## src/rtl/match_scheduler.sv

```systemverilog
// match_scheduler: sequences games of a match, collecting player moves, issuing them to the game
// datapath and keeping score until a target win count or the game limit is reached.
module match_scheduler #(
    parameter int MAX_GAMES   = 7,
    parameter int RES_TIMEOUT = 4
) (
    input  logic       clk,
    input  logic       rst_n,
    input  logic       match_start,
    input  logic [1:0] target_wins,
    input  logic [3:0] rounds_cfg,
    input  logic [1:0] p1_move,
    input  logic [1:0] p2_move,
    input  logic       p1_valid,
    input  logic       p2_valid,
    output logic       p1_ready,
    output logic       p2_ready,
    output logic       game_start,
    output logic [1:0] game_p1,
    output logic [1:0] game_p2,
    input  logic [1:0] game_round,
    input  logic [1:0] game_result,
    output logic [1:0] score1,
    output logic [1:0] score2,
    output logic [3:0] games_played,
    output logic [1:0] match_winner,
    output logic       match_done,
    output logic       busy
);
    typedef enum logic [2:0] {IDLE, LOAD, COLLECT, ISSUE, WAIT, SCORE, DONE} state_t;

    localparam logic [3:0] TMO_LAST = 4'(RES_TIMEOUT - 1);
    localparam logic [3:0] GAME_MAX = 4'(MAX_GAMES);

    state_t     state_q, state_d;
    logic [1:0] tgt_q, tgt_d, m1_q, m1_d, m2_q, m2_d, res_q, res_d;
    logic [1:0] s1_q, s1_d, s2_q, s2_d, win_q, win_d;
    logic [3:0] cfg_q, cfg_d, tmo_q, tmo_d, gp_q, gp_d;
    logic       game_start_q, game_start_d;
    logic       cap1, cap2;

    // a held move is never 00, so a zero register doubles as "not yet captured"
    assign p1_ready     = state_q == COLLECT && m1_q == 2'b00;
    assign p2_ready     = state_q == COLLECT && m2_q == 2'b00;
    assign cap1         = p1_ready && p1_valid && p1_move != 2'b00;
    assign cap2         = p2_ready && p2_valid && p2_move != 2'b00;
    assign game_p1      = state_q == LOAD ? cfg_q[3:2] : state_q == ISSUE ? m1_q : 2'b00;
    assign game_p2      = state_q == LOAD ? cfg_q[1:0] : state_q == ISSUE ? m2_q : 2'b00;
    assign game_start   = game_start_q;
    assign score1       = s1_q;
    assign score2       = s2_q;
    assign games_played = gp_q;
    assign match_winner = win_q;
    assign match_done   = state_q == DONE;
    assign busy         = state_q != IDLE;

    always_comb begin
        state_d = state_q;
        tgt_d   = tgt_q;
        cfg_d   = cfg_q;
        m1_d    = cap1 ? p1_move : m1_q;
        m2_d    = cap2 ? p2_move : m2_q;
        res_d   = res_q;
        s1_d    = s1_q;
        s2_d    = s2_q;
        gp_d    = gp_q;
        win_d   = win_q;
        tmo_d   = 4'd0;
        case (state_q)
            IDLE: if (match_start) begin
                tgt_d   = target_wins == 2'd0 ? 2'd1 : target_wins;
                cfg_d   = rounds_cfg;
                s1_d    = 2'd0;
                s2_d    = 2'd0;
                gp_d    = 4'd0;
                win_d   = 2'd0;
                state_d = LOAD;
            end
            LOAD:    state_d = COLLECT;
            COLLECT: if ((m1_q != 2'b00 || cap1) && (m2_q != 2'b00 || cap2)) state_d = ISSUE;
            ISSUE:   state_d = WAIT;
            WAIT: begin
                tmo_d = tmo_q + 4'd1;
                m1_d  = 2'b00;
                m2_d  = 2'b00;
                if (game_result != 2'b00) begin
                    res_d   = game_result;
                    state_d = SCORE;
                end else if (game_round != 2'b00 || tmo_q == TMO_LAST) begin
                    state_d = COLLECT;
                end
            end
            SCORE: begin
                s1_d = res_q == 2'b01 && s1_q != 2'd3 ? s1_q + 2'd1 : s1_q;
                s2_d = res_q == 2'b10 && s2_q != 2'd3 ? s2_q + 2'd1 : s2_q;
                gp_d = gp_q != 4'd15 ? gp_q + 4'd1 : gp_q;
                if (s1_d == tgt_q || s2_d == tgt_q || gp_d == GAME_MAX) begin
                    win_d   = s1_d > s2_d ? 2'b01 : s2_d > s1_d ? 2'b10 : 2'b11;
                    state_d = DONE;
                end else begin
                    state_d = LOAD;
                end
            end
            DONE:    state_d = IDLE;
            default: state_d = IDLE;
        endcase
        game_start_d = state_d == LOAD;
    end

    always_ff @(posedge clk or negedge rst_n) begin
        if (!rst_n) begin
            state_q      <= IDLE;
            tgt_q        <= 2'd0;
            cfg_q        <= 4'd0;
            m1_q         <= 2'd0;
            m2_q         <= 2'd0;
            res_q        <= 2'd0;
            s1_q         <= 2'd0;
            s2_q         <= 2'd0;
            gp_q         <= 4'd0;
            win_q        <= 2'd0;
            tmo_q        <= 4'd0;
            game_start_q <= 1'b0;
        end else begin
            state_q      <= state_d;
            tgt_q        <= tgt_d;
            cfg_q        <= cfg_d;
            m1_q         <= m1_d;
            m2_q         <= m2_d;
            res_q        <= res_d;
            s1_q         <= s1_d;
            s2_q         <= s2_d;
            gp_q         <= gp_d;
            win_q        <= win_d;
            tmo_q        <= tmo_d;
            game_start_q <= game_start_d;
        end
    end
endmodule

```

## config.mk

```make
export PLATFORM = sky130hd
export DESIGN_NAME = match_scheduler
export DESIGN_NICKNAME = d
export VERILOG_FILES = /design/src/rtl/match_scheduler.sv
export SDC_FILE = /design/constraint.sdc
export NUM_CORES = 1
export LEC_CHECK = 0
export CORE_MARGIN = 4
export CORE_UTILIZATION = 52
export CTS_BUF_LIST = sky130_fd_sc_hd__clkbuf_2 sky130_fd_sc_hd__clkbuf_4 sky130_fd_sc_hd__clkbuf_8
export CTS_CLUSTER_DIAMETER = 200
export DETAILED_ROUTE_END_ITERATION = 7
export PLACE_DENSITY = 0.84
export SYNTH_ARGS = -nofsm -noshare
export SYNTH_HDL_FRONTEND = slang
export SYNTH_SLANG_ARGS = --single-unit
export TNS_END_PERCENT = 50
```

## constraint.sdc

```tcl
create_clock -name clk -period 2.7 [get_ports clk]
set_input_delay 0.675 -clock clk [delete_from_list [all_inputs] [get_ports clk]]
set_output_delay 0.675 -clock clk [all_outputs]
set_load 0.005 [all_outputs]
```

==> metrics <==
worst path cell trace=nor2_1 > nand2_1 > nor3_1 > clkdlybuf4s50_1; io pins=38; Clock Pin Slew Worst Setup and Hold Paths=0.09 ns; area grow syn2layout=27.11%; crit end category=output port; min Tclk post-route=approximately 2.5 ns; CTS Hold Bufs=0; TNS Setup=0 ns; largest net degree at the start of global routing=31; Slew headroom=44.78%; Max Cap Violations=0; post-CTS setup buffers=0; Fillers=267; latest clock arrival within the worst-skew pair=0.32 ns; DR iter-0 viols=50; initial antenna violation count=0; final WL=between 3000 and 4000 um; Avg Vias per Cell=5.485; Clock Tree Buf Depth=2; status=finished, final reports clean; Slew Viols, Final=0; global placer's final weighted congestion=0.8629; Worst Path Max Fanout=11; Post-DRT Antenna Nets=0; flops & latches, synth=30; Worst VDD drop=497.0 uV; H-tree levels=2; largest stage delay on the critical path=around 0.53 ns; CP required=2.03 ns; vias in the first global route=1429; hold path cells=1; n_diodes=0; core area=3103 um2; worst-margin pin slew=0.8220 ns; clock sinks=30; R2R cell count=7; # port buffers=37; WL/cell=14.44 um; Top Usage Layer GRT=met2; register area share after synthesis=a little over two fifths; WHS Endpoint=tmo_q[0]$_DFF_PN0_; critical path arrival=1.84 ns; num rows=20; Remaining Overflow, GRT=0; Peak Freq=around 400 MHz; CP startpoint=state_q[0]$_DFF_PN0_; TritonRoute pass-1 iters=5; FF-to-FF setup slack=0.57 ns; first-pass GRT wire length=6596 um; fin crit share=just over 90%; leakage=0.9746 nW; nets=246; TritonCTS buffer count=5; worst reg2reg endpoint=match_winner[0]$_DFFE_PN0P_; count of final setup violators=0; nature of the critical path startpoint=flop; DR vias=1459; CTS tree=done; Yosys cell types=39; Remaining DRCs=0; Synth Area per Inst=9.384 um2; GRT met3 Usage=6.154%; Register Area=between 700 and 800 um2; Multi-input gate area=888.4 um2; EDFF count, synth=0; Synth Flop Type=dfrtp_1; initial core utilization=55.04%; met2 GRT Util=33.38%; total track usage=20.14%; GR Util met1=25.47%; design area=roughly 2200 um2; Fin. Hold Viols=0; CTS root buffer=clkbuf_4; Pwr Density=976.8 nW/um2; worst r2r src=score2[0]$_DFFE_PN0P_; Placement Cell Area=2106 um2; Setup Skew=0.005244 ns; kind of critical path=reg2out; RSZ-0062 raised after global routing=false; Syn Inst Count=182; synthesized area=1708 um2; HP Start=tmo_q[0]$_DFF_PN0_; post_cts resized=0; Ys Warns=0; layout cells sized above 1=9.910%; Die ar.=4265 um2; Die X=65.31 um; asr flop ratio synth=100.0%; Final HPWL DP=2998 um; Post-Syn Nets=207; worst hold-check path type=reg2reg; worst-path cell with the longest stage delay=clkdlybuf4s50_1; DIE HEIGHT=about 65 um
==> metrics by stage <==
step	power (mW)	instances	setup WS, ns	hold slack (ns)	util, %
finish	2.120	266	0.1818	0.4743	69.96
global route	2.307	266	0.05490	0.5009	69.96
CTS	2.138	266	0.1063	0.4807	69.92
detailed placement	1.843	258	0.4972	0.4680	67.86
global placement	1.787	258	0.5462	0.4491	67.86
floorplan	1.477	182	0.7114	0.3794	-
==> Yosys cell counts, types with 3 or more instances <==
cell / n / share of area (%)
dfrtp_1: 30 / 44
nand2_1: 33 / 7.3
xnor2_1: 4 / 2.1
o21ai_0: 5 / 1.5
inv_1: 7 / 1.5
nor2_1: 23 / 5.1
a31oi_2: 3 / 2.2
a41oi_1: 3 / 1.5
nand3_1: 10 / 2.9
ha_1: 6 / 4.4
mux2i_1: 7 / 4.1
nor3_1: 7 / 2.1
buf_2: 3 / 0.88
xor2_1: 7 / 3.6
a21oi_1: 5 / 1.5
==> worst max path at each step <==
| stage | endpoint | slack [ns] |
|---|---|---|
| detailed placement | p2_ready | 0.50 |
| global route | p1_ready | 0.05 |
| CTS | p2_ready | 0.11 |
| finish | p2_ready | 0.18 |
| global placement | p2_ready | 0.55 |
| floorplan | match_winner[0]$_DFFE_PN0P_ | 0.71 |
==> placed cells by master, fill, tap and decap left out, types with 3 or more instances in the layout <==
master,n
clkdlybuf4s50_1,37
a41oi_1,3
nand3_1,10
ha_1,6
clkbuf_4,6
nor3_1,7
xnor2_1,4
o21ai_0,5
xor2_1,7
a31oi_2,3
nor2_1,23
nand2_1,33
mux2i_1,7
a21oi_1,5
dfrtp_1,29
inv_1,7
==> logic make-up after synthesis <==
| kind of cell | after synthesis | share of synthesized area, % |
|---|---|---|
| AOI/OAI and AO/OA | 29 | 13.48 |
| xor gates and xnor gates | 11 | 5.641 |
| adders and majority gates | 6 | 4.395 |
| buffers and inverters | 14 | 4.029 |
| DFF | 30 | 43.96 |
| muxes | 9 | 5.421 |
| and+or+nand+nor | 83 | 23.08 |
==> flip-flops by register name, summed over array words and instances, names as in the netlist <==
name,cells
cfg_q,4
game_start,1
games_played,4
m1_q,2
m2_q,2
match_winner,2
res_q,2
score1,2
score2,2
state_q,3
tgt_q,2
tmo_q,4
==> critical path: cells and delay by family, from the launching register on <==
kind	cells	cell delay [ns]
flops	1	0.50
buf+inv	1	0.53
simple gates	3	0.49
==> area by class of cell <==
class,instances,share of cell area [%]
multi-input combinational,138,40.92
sequential,30,34.64
timing repair buffer,39,17.75
clock buffer,7,2.709
tap,44,2.536
inverter,7,1.210
clock inverter,1,0.2305
==> report_power, final <==
| part | leakage [nW] | switching, mW | internal, mW |
|---|---|---|---|
| registers | 0.390 | 0.210 | 0.598 |
| clock network | 0.0387 | 0.152 | 0.136 |
| logic | 0.546 | 0.505 | 0.519 |
| total | 0.975 | 0.867 | 1.25 |
==> layer usage <==
| metal | wire length (um) | vias to the layer above |
|---|---|---|
| met5 | 0 | - |
| met4 | 42 | 0 |
| met3 | 266 | 6 |
| met2 | 1895 | 56 |
| met1 | 1637 | 686 |
| li1 | - | 711 |
(Power assumes the default switching activity.)
